## src/rtl/wb_pkg.sv

```systemverilog
// Shared types and constants for the writeback arbiter.
package wb_pkg;

  localparam int XLEN   = 32;
  localparam int REG_AW = 5;

  // One writeback request: destination register plus result data.
  typedef struct packed {
    logic [REG_AW-1:0] rd;
    logic [XLEN-1:0]   wd;
  } wb_req_t;

  // Which source owns the register-file write port this cycle.
  typedef enum logic [1:0] {
    GNT_NONE = 2'd0,
    GNT_ALU  = 2'd1,
    GNT_LNG  = 2'd2
  } gnt_t;

  // x0 is hardwired to zero, so writes to it are suppressed.
  function automatic logic is_x0(input logic [REG_AW-1:0] rd);
    return (rd == {REG_AW{1'b0}});
  endfunction

endpackage

```

## src/rtl/wb_fifo.sv

```systemverilog
// Small synchronous FIFO of writeback requests for the long-latency path.
module wb_fifo
  import wb_pkg::*;
#(
  parameter int DEPTH = 2
) (
  input  logic    clk,
  input  logic    rst_n,
  input  logic    push,
  input  logic    pop,
  input  wb_req_t din,
  output wb_req_t dout,
  output logic    full,
  output logic    empty
);

  localparam int            AW       = $clog2(DEPTH);
  localparam logic [AW:0]   FULL_CNT = DEPTH[AW:0];
  localparam logic [AW:0]   CNT_ONE  = {{AW{1'b0}}, 1'b1};
  localparam logic [AW-1:0] PTR_ONE  = AW'(1);

  wb_req_t       mem [DEPTH];
  logic [AW-1:0] wr_ptr;
  logic [AW-1:0] rd_ptr;
  logic [AW:0]   count;
  logic          do_push;
  logic          do_pop;

  assign full    = (count == FULL_CNT);
  assign empty   = (count == {(AW + 1){1'b0}});
  // Guards keep the pointers consistent even if a caller misbehaves.
  assign do_push = push && !full;
  assign do_pop  = pop && !empty;
  assign dout    = mem[rd_ptr];

  // Storage write; contents need no reset because count gates visibility.
  always_ff @(posedge clk) begin
    if (do_push) begin
      mem[wr_ptr] <= din;
    end
  end

  // Wrap-around pointers and occupancy count.
  always_ff @(posedge clk) begin
    if (!rst_n) begin
      wr_ptr <= {AW{1'b0}};
      rd_ptr <= {AW{1'b0}};
      count  <= {(AW + 1){1'b0}};
    end else begin
      if (do_push) begin
        wr_ptr <= wr_ptr + PTR_ONE;
      end
      if (do_pop) begin
        rd_ptr <= rd_ptr + PTR_ONE;
      end
      case ({do_push, do_pop})
        2'b10:   count <= count + CNT_ONE;
        2'b01:   count <= count - CNT_ONE;
        default: count <= count;
      endcase
    end
  end

endmodule

```

## src/rtl/wb_arbiter.sv

```systemverilog
// Writeback arbiter: merges single-cycle ALU results with buffered
// long-latency results onto the register-file write port, bounds the
// starvation of the long path and keeps a pending-destination scoreboard.
module wb_arbiter #(
  parameter int XLEN         = 32,
  parameter int FIFO_DEPTH   = 2,
  parameter int STARVE_LIMIT = 4
) (
  input  logic            clk,
  input  logic            rst_n,
  input  logic            alu_valid,
  input  logic [4:0]      alu_rd,
  input  logic [XLEN-1:0] alu_wd,
  output logic            alu_stall,
  input  logic            lng_issue_valid,
  input  logic [4:0]      lng_issue_rd,
  input  logic            lng_valid,
  output logic            lng_ready,
  input  logic [4:0]      lng_rd,
  input  logic [XLEN-1:0] lng_wd,
  output logic            rf_we,
  output logic [4:0]      rf_rd,
  output logic [XLEN-1:0] rf_wd,
  output logic [31:0]     busy
);

  import wb_pkg::*;

  localparam int            CW      = $clog2(STARVE_LIMIT + 1);
  localparam logic [CW-1:0] LIMIT   = CW'(STARVE_LIMIT);
  localparam logic [CW-1:0] CNT_ONE = CW'(1);

  wb_req_t         lng_req;
  wb_req_t         head;
  logic            fifo_full;
  logic            fifo_empty;
  logic            push;
  logic            pop;
  logic            ready_en;
  gnt_t            gnt;
  logic [CW-1:0]   starve_cnt;
  logic [CW-1:0]   starve_nxt;
  logic [31:0]     busy_nxt;
  logic            rf_we_nxt;
  logic [4:0]      rf_rd_nxt;
  logic [XLEN-1:0] rf_wd_nxt;

  assign lng_req.rd = lng_rd;
  assign lng_req.wd = lng_wd;

  // ready_en is a register so lng_ready stays low through reset without
  // a combinational path from rst_n.
  assign lng_ready = ready_en && !fifo_full;
  assign alu_stall = (starve_cnt == LIMIT);
  assign push      = lng_valid && lng_ready;
  assign pop       = (gnt == GNT_LNG);

  wb_fifo #(
    .DEPTH (FIFO_DEPTH)
  ) u_fifo (
    .clk   (clk),
    .rst_n (rst_n),
    .push  (push),
    .pop   (pop),
    .din   (lng_req),
    .dout  (head),
    .full  (fifo_full),
    .empty (fifo_empty)
  );

  // Grant selection: a stalled ALU yields to the FIFO, else ALU first.
  always_comb begin
    gnt = GNT_NONE;
    if (alu_stall) begin
      if (!fifo_empty) begin
        gnt = GNT_LNG;
      end else begin
        gnt = GNT_NONE;
      end
    end else if (alu_valid) begin
      gnt = GNT_ALU;
    end else if (!fifo_empty) begin
      gnt = GNT_LNG;
    end else begin
      gnt = GNT_NONE;
    end
  end

  // Next register-file write from the granted source; x0 writes are dropped.
  always_comb begin
    rf_we_nxt = 1'b0;
    rf_rd_nxt = rf_rd;
    rf_wd_nxt = rf_wd;
    case (gnt)
      GNT_ALU: begin
        rf_we_nxt = !is_x0(alu_rd);
        rf_rd_nxt = alu_rd;
        rf_wd_nxt = alu_wd;
      end
      GNT_LNG: begin
        rf_we_nxt = !is_x0(head.rd);
        rf_rd_nxt = head.rd;
        rf_wd_nxt = head.wd;
      end
      default: begin
        rf_we_nxt = 1'b0;
        rf_rd_nxt = rf_rd;
        rf_wd_nxt = rf_wd;
      end
    endcase
  end

  // Starvation counter: counts ALU wins while the FIFO waits, saturating.
  always_comb begin
    starve_nxt = starve_cnt;
    if (pop || fifo_empty) begin
      starve_nxt = {CW{1'b0}};
    end else if ((gnt == GNT_ALU) && (starve_cnt != LIMIT)) begin
      starve_nxt = starve_cnt + CNT_ONE;
    end else begin
      starve_nxt = starve_cnt;
    end
  end

  // Scoreboard: pops clear, issues set afterwards so a same-cycle set wins.
  always_comb begin
    busy_nxt = busy;
    if (pop && !is_x0(head.rd)) begin
      busy_nxt[head.rd] = 1'b0;
    end else begin
      busy_nxt = busy_nxt;
    end
    if (lng_issue_valid && !is_x0(lng_issue_rd)) begin
      busy_nxt[lng_issue_rd] = 1'b1;
    end else begin
      busy_nxt = busy_nxt;
    end
    busy_nxt[0] = 1'b0;
  end

  // State and output registers with synchronous active-low reset.
  always_ff @(posedge clk) begin
    if (!rst_n) begin
      rf_we      <= 1'b0;
      rf_rd      <= 5'd0;
      rf_wd      <= {XLEN{1'b0}};
      busy       <= 32'd0;
      starve_cnt <= {CW{1'b0}};
      ready_en   <= 1'b0;
    end else begin
      rf_we      <= rf_we_nxt;
      rf_rd      <= rf_rd_nxt;
      rf_wd      <= rf_wd_nxt;
      busy       <= busy_nxt;
      starve_cnt <= starve_nxt;
      ready_en   <= 1'b1;
    end
  end

endmodule

```

## config.mk

```make
export PLATFORM = sky130hd
export DESIGN_NAME = wb_arbiter
export DESIGN_NICKNAME = d
export VERILOG_FILES = /design/src/rtl/wb_pkg.sv /design/src/rtl/wb_fifo.sv /design/src/rtl/wb_arbiter.sv
export SDC_FILE = /design/constraint.sdc
export NUM_CORES = 1
export LEC_CHECK = 0
export BUFFER_PORTS_ARGS = -buffer_cell sky130_fd_sc_hd__buf_2
export CAP_MARGIN = 10
export CORE_MARGIN = 2
export CORE_UTILIZATION = 29
export CTS_BUF_LIST = sky130_fd_sc_hd__clkbuf_8
export CTS_CLUSTER_DIAMETER = 50
export DETAILED_ROUTE_END_ITERATION = 12
export PLACE_DENSITY_LB_ADDON = 0.08
export SETUP_SLACK_MARGIN = 0.4
export SLEW_MARGIN = 20
export SYNTH_ARGS = -nofsm -noshare
export SYNTH_HDL_FRONTEND = slang
export SYNTH_SLANG_ARGS = --single-unit
```

## constraint.sdc

```tcl
create_clock -name clk -period 5.09 [get_ports clk]
set_clock_uncertainty 0.15 [all_clocks]
set_input_delay 1.527 -clock clk [delete_from_list [all_inputs] [get_ports clk]]
set_output_delay 1.527 -clock clk [all_outputs]
set_load 0.02 [all_outputs]
```

# Yosys cells after proc, flatten, opt, wreduce, memory -nomap -nowiden
# Memory sizes are Yosys's and may differ from the RTL's. A register that Yosys moved wholly into a read port is not among the register bits.
# Index checks and enable logic that the tools add are counted.
# totals
ramBits	74
register_bits	78
inputBits	84
output_inout_bits	72
memories	1
# op_classes
add_sub_neg	5
magnitude_cmp	4
eq_ne	7
n_reduce_logical	22
n_bitwise	4
mux	18
# memory_table
name	words	word_bits	rd	rd_clocked_by_memory_dff	write_ports	line_no	rtl
u_fifo.mem	2	37	1	1	1	wb_fifo.sv:22	wb_req_t mem [DEPTH];
# ops
op	count
2-to-1 mux 32 bit	2
one-hot mux 32 bit (2 select lines)	1
AND 32 bit	1
inverter 32 bit	1
OR 32 bit	1
zero test 5 bit	3
less-than comparator 5 x 6 -> 1 bit, second input constant	2
demux 1 bit (select 5 bit)	2
greater-or-equal comparator 5 x 1 -> 1 bit, second input constant	2
one-hot mux 5 bit (2 select lines)	1
logical AND 1 bit	9
2-to-1 mux 1 bit	7
equality test 2 bit, second input constant	3
2-to-1 mux 2 bit	3
zero test 1 bit	5
equality test 2 x 1 -> 1 bit, second input constant	2
one-hot mux 2 bit (2 select lines)	1
nonzero test 2 bit	2
adder 3 x 1 -> 3 bit, second input constant	1
equality test 3 bit, second input constant	1
!= test 3 bit, second input constant	1
adder 1 bit, second input constant	2
adder 2 x 1 -> 2 bit, second input constant	1
zero test 2 bit	1
other kinds (5)	5

# Logic depth before layout (Yosys ltp)
# depth
depth_word	9
depth_mapped	10
depth_no_buf	8

# Cells and area by module
# From an unflattened synthesis, not the netlist that was laid out.
# hier_totals
cells_unflattened	493
hier_area_um2	6242.2
# by_module_without_submodules
mod	instances	cells_per_inst	area_each_um2
wb_arbiter	1	352	3347.0
wb_fifo	1	141	2895.3

# Worst setup path before layout
# Ideal clock, no wire load.
# synth_timing
path_kind	input port to flip-flop
start	input port lng_valid
end	memory u_fifo.mem[1][0] (netlist name) (enable)
required_ns	4.509
t_arrival_ns	3.187
setup_time_ns	0.431
slack_ns	1.321
stages	2
cell_sequence	nand3_1 > nor2_1
# synth_between
elab_chain_cells	4
# synth_lines
item	line_no	rtl
start: declaration	wb_arbiter.sv:17	input logic lng_valid,
logical AND 1 bit	wb_arbiter.sv:55	assign push = lng_valid && lng_ready;
logical AND 1 bit	wb_fifo.sv:32	assign do_push = push && !full;
2-to-1 mux 1 bit	wb_fifo.sv:38	if (do_push) begin
2-to-1 mux 1 bit (implied by the code)	wb_fifo.sv:39	mem[wr_ptr] <= din;
end: declaration	wb_fifo.sv:22	
# No other way between the ends.

# Worst setup path after layout
# layout_timing
start	register u_fifo.count[1]
end	output port lng_ready
# layout_between
elab_chain_cells	3
# layout_lines
item	line_no	rtl
start: declaration	wb_fifo.sv:25	logic [AW:0] count;
start signal: assignment	wb_fifo.sv:48	count <= {(AW + 1){1'b0}};
start signal: assignment	wb_fifo.sv:57	2'b10: count <= count + CNT_ONE;
start signal: assignment	wb_fifo.sv:58	2'b01: count <= count - CNT_ONE;
equality test 2 bit	wb_fifo.sv:29	assign full = (count == FULL_CNT);
zero test 1 bit	wb_arbiter.sv:53	assign lng_ready = ready_en && !fifo_full;
logical AND 1 bit	wb_arbiter.sv:53	
end: declaration	wb_arbiter.sv:18	output logic lng_ready,
# No other way between the ends.

==> metrics.md <==
| Metric | Value |
|---|---|
| TritonCTS Buffers | `17` |
| Yosys warning count | `0` |
| Post-synthesis async set-or-reset flop share | `0` |
| Tot Pwr | `3300 µW` |
| Worst-margin pin slew | `1.03 ns` |
| Placer Congestion | `0.732` |
| Cell type with the highest aggregate area in the netlist | `edfxtp_1` |
| Die Width | `154 µm` |
| Max_slew headroom | `0.312` |
| DP Worst Slack | `1.68 ns` |
| Grt ovf | `0` |
| TritonRoute pass-1 iters | `7` |
| Initial Util | `0.297` |
| Unrepaired setup endpoints after global routing | `false` |
| Lkg Pwr | `0.00291 µW` |
| Mapped cell area | `6520 µm²` |
| Power per cell area | `421 nW/µm²` |
| Cell variety after synth | `55` |
| Register bit total from synthesis | `152` |
| Syn avg cell area | `11.4 µm²` |
| Combinational share of power | `0.243` |
| Share of layout cells above drive strength 1 | `0.301` |
| Switch Pwr | `1070 µW` |
| F_max | `266 MHz` |
| Sequential share of the synthesized area | `0.580` |
| Fill count | `2209` |
| Crit path from | `u_fifo.count[1]` |
| PnR worst setup slack | `1.32 ns` |
| IO Pins | `156` |
| Max-slew violation count | `0` |
| DRC errors left | `0` |
| Number of global-route vias before repair | `4871` |
| Post-Synthesis Cells | `571` |
| WP data arrival | `2.09 ns` |
| Initial antenna violation count | `1` |
| H-tree Lvls | `4` |
| Max cap viols | `0` |
| Post-DP HPWL | `11700 µm` |
| Resize count post-CTS | `0` |
| Post-synth EDFFs | `74` |
| Final Hold Vio Count | `0` |
| Core Area | `22000 µm²` |
| First-pass GRT wire length | `27200 µm` |
| Clock Sink Count | `152` |
| Clk pin slew, worst setup/hold paths | `0.08 ns` |
| Fin nets | `786` |
| Top FF cell, synth | `dfxtp_1` |
| Number of port buffers | `154` |
| Largest net degree at the start of global routing | `84` |
| WL final | `17600 µm` |
| CTS Root Cell | `clkbuf_8` |
| CTS max path bufs | `2` |
| Vias/cell | `5.03` |
| Tmin final | `3.77 ns` |
| Drt wl/cell | `17.7 µm` |
| Area contributors post-synth | `edfxtp_1 34%, dfxtp_1 24%, mux2i_1 5.5%` |
| Max FO, Critical Path | `42` |
| Top cell type's share of synthesized area | `0.341` |
| Area Growth Syn to Fin | `20.4%` |
| Clock power share | `0.292` |
| # setup viols final | `0` |
| Pint | `2230 µW` |
| Post-CTS Setup Repair Bufs | `0` |
| Peak VDD IR | `201 µV` |
| HP Class | `reg -> reg` |
| CP Data Required Time | `3.41 ns` |
| Reg power frac | `0.464` |
| Worst Hold Slack | `0.318 ns` |
| Worst Setup Path Type | `reg -> out` |
| FP Rows | `54` |
| Tcrit/Tclk final | `0.740` |
| First DRT Iteration DRCs | `212` |
| Die ar. | `23700 µm²` |
| CP startpoint kind | `flop` |
| Syn_nets | `658` |
| Post-route ant nets | `0` |
| Vias | `4991` |
| Overall routing resource usage | `0.149` |
| CP Capture Type | `output pin` |
| Die height | `154 µm` |
| Post-Route Setup TNS | `0 ns` |
| FF-to-FF Start | `u_fifo.count[0]` |
| Hold path start | `starve_cnt[0]` |
| CTS Hold Buffers Added | `0` |
| CTS tree | `done` |
| Sw Ratio | `0.324` |
| Clk_lat worst skew | `0.44 ns` |
| Outcome | `finished, final reports clean` |
[cells in the final DEF (no fill, tap or decap), types with 3 or more instances in the layout]
master / instances
nand2b_1: 3
a311oi_1: 28
a211o_1: 36
ha_1: 3
a21oi_1: 69
o41ai_2: 4
o211ai_1: 4
nor2_1: 6
clkinv_2: 4
buf_2: 154
nand4b_1: 4
clkbuf_8: 19
edfxtp_1: 74
nor4bb_2: 3
bufinv_16: 3
and4b_1: 3
or3_1: 3
mux2i_1: 36
inv_1: 8
buf_4: 5
clkinvlp_4: 4
nand3b_1: 3
dfxtp_1: 75
nand4_1: 5
nor3_1: 37
nand2_1: 71
nand3_1: 3
[sequential cells by signal (all words and copies together) (netlist names), named ones only]
signal and flops:
u_fifo.mem 74, rf_wd 32, busy 31, rf_rd 5
starve_cnt 3, u_fifo.count 2, ready_en 1, rf_we 1
u_fifo.rd_ptr 1, u_fifo.wr_ptr 1
[cells in the mapped netlist, types with 2 or more instances]
| library cell | count |
|---|---|
| a21oi_1 | 69 |
| or3_1 | 3 |
| nor4bb_1 | 3 |
| nand2b_1 | 3 |
| clkbuf_1 | 21 |
| nor2b_1 | 2 |
| edfxtp_1 | 74 |
| or3b_2 | 2 |
| a211o_1 | 36 |
| o41ai_2 | 4 |
| buf_6 | 4 |
| a311oi_1 | 28 |
| o32ai_1 | 2 |
| nor2_1 | 7 |
| ha_1 | 3 |
| o211ai_1 | 4 |
| xnor2_1 | 2 |
| nand2_1 | 71 |
| mux2i_1 | 36 |
| nor3_1 | 37 |
| o21ai_0 | 2 |
| inv_1 | 9 |
| nand3b_1 | 3 |
| dfxtp_1 | 78 |
| nand3_1 | 3 |
| buf_2 | 18 |
| and2_1 | 2 |
| a211oi_4 | 2 |
| a211oi_2 | 2 |
| and4b_1 | 3 |
| or4bb_1 | 2 |
| buf_4 | 5 |
| nand4_1 | 5 |
| nor4b_1 | 2 |
| nand4b_1 | 4 |
[layer usage]
metal  vias up  part of all wire  global-route usage
met5         -                 0                   0
met4         0             0.011              0.0494
met3        14             0.052              0.0372
met2       147              0.50               0.253
met1      2407              0.44               0.187
li1       2423                 -                   -
[path summary, 6_finish.rpt]
check	to	slack [ns]	cells after the start
setup / recovery	lng_ready	1.32	3
setup reg to reg	u_fifo.mem[1][1]	2.41	5
hold / removal	starve_cnt[0]	0.32	1
hold reg to reg	starve_cnt[0]	0.32	1
[layout make-up]
cell class / instances / area [µm²] / share of cell area
Clock inverter: 13 / 153 / 0.0195
Multi-Input combinational cell: 359 / 2440 / 0.312
Sequential cell: 152 / 3790 / 0.483
Inverter: 10 / 37.5 / 0.00478
Timing Repair Buffer: 159 / 808 / 0.103
Clock buffer: 19 / 262 / 0.0333
Tap cell: 280 / 350 / 0.0446
Antenna cell: 1 / 2.50 / 0.000319
[cell families after synthesis]
logic type	count (synthesis)	synth area share
AOI/OAI and AO/OA	156	0.178
and+or+nand+nor	160	0.126
other	1	0.000575
buffers and inverters	60	0.0497
DFF	152	0.580
muxes	36	0.0553
xor gates and xnor gates	3	0.00403
adders and majority gates	3	0.00576
[through the flow]
stage,util,cells,cell area [µm²]
global route,0.357,992,7850
finish,0.357,993,7850
floorplan,-,571,6520
detailed placement,0.338,960,7420
global placement,0.338,960,7410
CTS,0.357,992,7830
[power by group through the flow]
stage	logic [µW]	registers (µW)	clock network, µW
after floorplan	618	1540	0
after global placement	803	1560	0
after detailed placement	817	1560	0
after CTS	817	1540	1000
after global routing	892	1550	1060
final	804	1530	965
[worst max-delay path, stage by stage, from the launching register on]
cell and delay (ns):
dfxtp_2 0.98, nand2b_1 0.23, and2_1 0.26, buf_2 0.17
Power figures use the tool's default switching activity.
